## config.mk

```make
export PLATFORM = sky130hd
export DESIGN_NAME = vc_pipe_drop_unit
export DESIGN_NICKNAME = d
export VERILOG_FILES = /design/src/rtl/vc_pipe_drop_unit.sv
export SDC_FILE = /design/constraint.sdc
export NUM_CORES = 1
export LEC_CHECK = 0
export BUFFER_PORTS_ARGS = -buffer_cell sky130_fd_sc_hd__buf_2
export CORE_ASPECT_RATIO = 1.1
export CORE_MARGIN = 8
export CORE_UTILIZATION = 30
export DETAILED_ROUTE_END_ITERATION = 8
export PLACE_DENSITY = 0.85
export SYNTH_ARGS = -nofsm -noshare
export SYNTH_HDL_FRONTEND = slang
export SYNTH_SLANG_ARGS = --single-unit
```

## constraint.sdc

```tcl
create_clock -name clk -period 2.2 [get_ports clk]
set_input_delay 0.44 -clock clk [delete_from_list [all_inputs] [get_ports clk]]
set_output_delay 0.44 -clock clk [all_outputs]
set_load 0.05 [all_outputs]
```

## src/rtl/vc_pipe_drop_unit.sv

```systemverilog
// vc_pipe_drop_unit
//
// Response filter between the instruction-memory response port and the
// fetch stage. It tracks how many memory requests are outstanding. When the
// fetch stage is squashed, it silently consumes the responses that belong to
// the squashed path. Responses for the redirected path pass through
// combinationally. The payload is never buffered: the only state is the
// two counters.
//
// Parameters:
//   p_msg_nbits    - response payload width
//   p_max_inflight - maximum outstanding requests (>= 1)
//   p_cnt_nbits    - counter width, must be able to hold p_max_inflight
//
// Ports:
//   clk, reset     - single clock, synchronous active-high reset
//   req_go         - a memory request is issued this cycle (counted when req_rdy)
//   req_rdy        - another request may be issued (registered state only)
//   squash         - aggregated squash from the fetch stage
//   in_msg/in_val  - memory response payload / valid
//   in_rdy         - response accepted (either forwarded or dropped)
//   out_msg/out_val- surviving response to the fetch stage
//   out_rdy        - fetch stage can accept
//   inflight       - outstanding request count
//   drop_cnt       - responses still to be discarded
module vc_pipe_drop_unit #(
   parameter int p_msg_nbits    = 32,
   parameter int p_max_inflight = 4,
   parameter int p_cnt_nbits    = 3
) (
   input  logic                   clk,
   input  logic                   reset,
   input  logic                   req_go,
   output logic                   req_rdy,
   input  logic                   squash,
   input  logic [p_msg_nbits-1:0] in_msg,
   input  logic                   in_val,
   output logic                   in_rdy,
   output logic [p_msg_nbits-1:0] out_msg,
   output logic                   out_val,
   input  logic                   out_rdy,
   output logic [p_cnt_nbits-1:0] inflight,
   output logic [p_cnt_nbits-1:0] drop_cnt
);

   localparam logic [p_cnt_nbits-1:0] MAX_INFLIGHT = p_cnt_nbits'(p_max_inflight);

   logic                   any_inflight;
   logic                   drop_now;
   logic                   req_fire;
   logic                   resp_fire;
   logic [p_cnt_nbits:0]   inflight_sum;
   logic [p_cnt_nbits-1:0] inflight_nxt;
   logic [p_cnt_nbits-1:0] drop_nxt;

   // The response currently on the port belongs to the squashed path. This
   // holds during the squash cycle itself and for as long as drops remain.
   assign drop_now     = squash || (drop_cnt != '0);
   assign any_inflight = (inflight != '0);

   // A response with no outstanding request is never accepted. Dropped
   // responses ignore out_rdy, so draining continues while fetch is stalled.
   assign in_rdy    = any_inflight && (drop_now || out_rdy);
   assign out_val   = in_val && any_inflight && !drop_now;
   assign out_msg   = in_msg;

   assign req_rdy   = (inflight != MAX_INFLIGHT);
   assign req_fire  = req_go && req_rdy;
   assign resp_fire = in_val && in_rdy;

   // The sum is formed one bit wider. req_fire is only possible below the
   // maximum and resp_fire only above zero, so the result always fits back
   // into the counter width.
   assign inflight_sum = {1'b0, inflight}
                       + (p_cnt_nbits+1)'(req_fire)
                       - (p_cnt_nbits+1)'(resp_fire);
   assign inflight_nxt = inflight_sum[p_cnt_nbits-1:0];

   // On squash, every old-path request not consumed this cycle becomes a
   // drop. A request fired in the same cycle is the redirected path and is
   // excluded because the reload uses the current inflight. A repeated squash
   // reloads the count, which already covers any drops still pending.
   always_comb begin
      drop_nxt = drop_cnt;
      if (squash)
         drop_nxt = inflight - p_cnt_nbits'(resp_fire);
      else if (resp_fire && (drop_cnt != '0))
         drop_nxt = drop_cnt - 1'b1;
   end

   always_ff @(posedge clk) begin
      if (reset) begin
         inflight <= '0;
         drop_cnt <= '0;
      end else begin
         inflight <= inflight_nxt;
         drop_cnt <= drop_nxt;
      end
   end

   // The widened sum cannot overflow. Its top bit is kept only so that the
   // arithmetic is explicit.
   logic unused_sum_msb;
   assign unused_sum_msb = inflight_sum[p_cnt_nbits];

endmodule

```

==> impl_metrics.json <==
{
  "grt_setup_unrepaired": "yes",
  "clkTransAtPathRegs_ns": 0.06,
  "clkPwrFrac": 0.098,
  "required_ns": 2.38,
  "dpl.hpwl_um": 1190,
  "slew_violations": 0,
  "slew_headroom": 0.756,
  "finalHoldViolCount": 0,
  "critPathKind": "reg -> reg",
  "syn_area_um2": 687,
  "r2r-end": "drop_cnt[1]",
  "place.port_buffers": 14,
  "synthDistinctLibCells": 25,
  "layout-drive-gt1-share": 0.674,
  "intPower_w": 0.000652,
  "ios": 79,
  "die_x_um": 61.6,
  "crit_path_frequent_cell": "buf_4",
  "synth_edf_count": 0,
  "synth_top_area_cell": "buf_4",
  "critPathSlowestCell": "dfxtp_4",
  "vias": 519,
  "cts_buffers": 3,
  "wl_per_cell_um": 13.6,
  "worstPathCellList": "inv_4 > ha_4 > nand2b_4 > nor3_4 > nor2_2 > buf_4 > buf_4 > buf_4 > buf_4 > ha_1 > ha_1 > nand2b_1 > o221ai_1",
  "cp.arrival_ns": 2.34,
  "async_flop_share": 0,
  "critical_path.top_delay_family": "adder cells",
  "routed_via_density": 4.47,
  "place_inst": 106,
  "whs_path_depth": 2,
  "cp_max_fo": 2,
  "leakagePower_nw": 0.371,
  "worst_skew_pair.late_latency_ns": 0.27,
  "pwr-share-seq": 0.145,
  "synth_top_area_frac": 0.350,
  "regToRegSetupSlack_ns": 0.03,
  "synth_seq_area_share": 0.175,
  "grt-ovfl-total": 0,
  "chipHeight_um": 66.2,
  "grt_pass1_vias": 546,
  "timing.hold.ws_ns": 0.450,
  "syn_nets": 127,
  "htreeDepth": 1,
  "status": "completed",
  "drc": 0,
  "ys_warn_count": 0,
  "final_cells": 116,
  "grt_max_degree": 10,
  "setup_violations": 0,
  "setup_ws_ns": 0.0321,
  "switching_share": 0.477,
  "dieArea_mm2": 0.00408,
  "drt_pass1_iterations": 2,
  "layout_worst_path_cycle_share": 0.985,
  "ant_nets": 0,
  "critPathBufInv": 5,
  "switching_power_w": 0.000596,
  "comb_power_share": 0.758,
  "area_growth_syn_to_layout_pct": 17.1,
  "placed_area_um2": 669,
  "ys_ff_latch": 6,
  "cts_buffer_depth": 2,
  "rows": 18,
  "hp-start": "reset",
  "skew_ns": 0.0126,
  "syn_inst": 82,
  "synth_flop_cell": "dfxtp_1",
  "initial_core_util": 0.311,
  "globalRouteTotalUtil": 0.0812,
  "clock.fmax_ghz": 0.461,
  "critPathLaunchType": "register",
  "min_period_ns": 2.17,
  "rr_worst_depth": 13,
  "worstReg2RegStart": "drop_cnt[0]",
  "hold-path-endpoint": "inflight[2]",
  "maxCapViolations": 0,
  "hp-class": "in -> reg",
  "power.density_mw_per_mm2": 1550,
  "worst_slew_pin_slew_ns": 0.362,
  "grt_pass1_wl_um": 2410,
  "initialDrtViolationCount": 4,
  "gp_congestion": 0.813,
  "coreArea_mm2": 0.00221,
  "antenna_found_initial": 0,
  "design_area_um2": 805,
  "diodes": 0,
  "nets": 132,
  "slowest_delay_ns": 0.35,
  "cts_tree": "done",
  "dp_slack_ns": -0.118,
  "root_buffer": "clkbuf_4",
  "clock_sinks": 6,
  "synth_area_per_cell_um2": 8.38,
  "worstSetupEndpointType": "register",
  "synth_area_leaders": "buf_4, dfxtp_1, ha_1",
  "peakVddDrop_uv": 912,
  "routed_wl_um": 1580
}
==> how the worst max path moves through the flow <==
stage,startpoint,to,slack [ns],cells after the start
after floorplan,drop_cnt[0],inflight[2],-0.15,12
after global placement,drop_cnt[0],inflight[2],-0.08,12
after detailed placement,drop_cnt[0],inflight[2],-0.12,12
after CTS,drop_cnt[1],inflight[2],0.004,12
after global routing,drop_cnt[0],inflight[2],-0.04,12
final,drop_cnt[0],drop_cnt[1],0.03,13
==> cells by family (layout without fill, tap and decap cells) <==
| logic type | after synthesis | count (layout) | share of synthesized area |
|---|---|---|---|
| compound gates | 7 | 7 | 0.0856 |
| xor+xnor | 3 | 3 | 0.0383 |
| fa+ha+maj | 7 | 7 | 0.138 |
| buf+inv | 39 | 43 | 0.388 |
| flops | 6 | 6 | 0.175 |
| mux | 1 | 1 | 0.0164 |
| simple gates | 19 | 19 | 0.158 |
==> sequential cells by signal, summed over array words and instances (netlist names) <==
register / flops
drop_cnt: 3
inflight: 3
==> layer usage <==
layer  part of all wire  up-vias  GRT usage
met2               0.48       31      0.126
met4              0.019        0     0.0513
met5                  0        -          0
li1                   -      247          -
met3               0.13        7     0.0564
met1               0.38      234     0.0752
==> worst reg2reg max path, cell delays in order (launching register included) <==
cell and delay [ns]:
dfxtp_4 0.35, inv_4 0.06, ha_4 0.14, nand2b_4 0.07
nor3_4 0.14, nor2_2 0.08, buf_4 0.13, buf_4 0.12
buf_4 0.12, buf_4 0.12, ha_1 0.18, ha_1 0.26
nand2b_1 0.14, o221ai_1 0.19
==> cell usage in the layout, fill, tap and decap left out, drive strengths merged, types with 2 or more instances in the layout <==
cell and instances:
nand2b 2, xnor2 3, nor2b 3, nor2 4, clkbuf 4, inv 6
or3 2, dfxtp 6, nor3 3, ha 6, buf 33, nand2 2
==> power groups by stage <==
stage / Combinational (W) / Clock (W) / Sequential (W)
2_1_floorplan: 0.000541 / 0 / 0.000325
3_3_place_gp: 0.000766 / 0 / 0.000175
3_5_place_dp: 0.000785 / 0 / 0.000178
4_1_cts: 0.000893 / 0.000125 / 0.000182
5_1_grt: 0.00102 / 0.000135 / 0.000186
6_report: 0.000946 / 0.000122 / 0.000181
==> cell type report <==
cell class,instances,area (µm²)
Fill cell,250,1400
Multi-Input combinational cell,37,369
Timing Repair Buffer,33,213
Sequential cell,6,131
Tap cell,30,37.5
Inverter,6,27.5
Clock buffer,4,26.3
==> synth_stat cells (all sizes together) (2+ instances only) <==
cell type	instances
nor3	3
ha	6
inv	6
nand2	2
nor2	4
or3	2
nor2b	3
buf	32
dfxtp	6
nand2b	2
xnor2	3
==> through the flow <==
step / setup TNS [ns] / utilization / power [W]
2_1_floorplan: -0.151 / - / 0.000866
3_5_place_dp: -0.118 / 0.303 / 0.000962
3_3_place_gp: -0.0828 / 0.303 / 0.000941
4_1_cts: 0 / 0.348 / 0.00120
5_1_grt: -0.0542 / 0.365 / 0.00134
6_report: 0 / 0.365 / 0.00125
==> what timing repair did <==
action                     4_1_cts  5_1_grt
gates resized for setup         12        4
hold buffers                     0        0
pin swaps                        6        9
setup endpoints to repair        1        2
setup buffers                    3        3
Note: power is estimated with default switching activity, not from simulation.
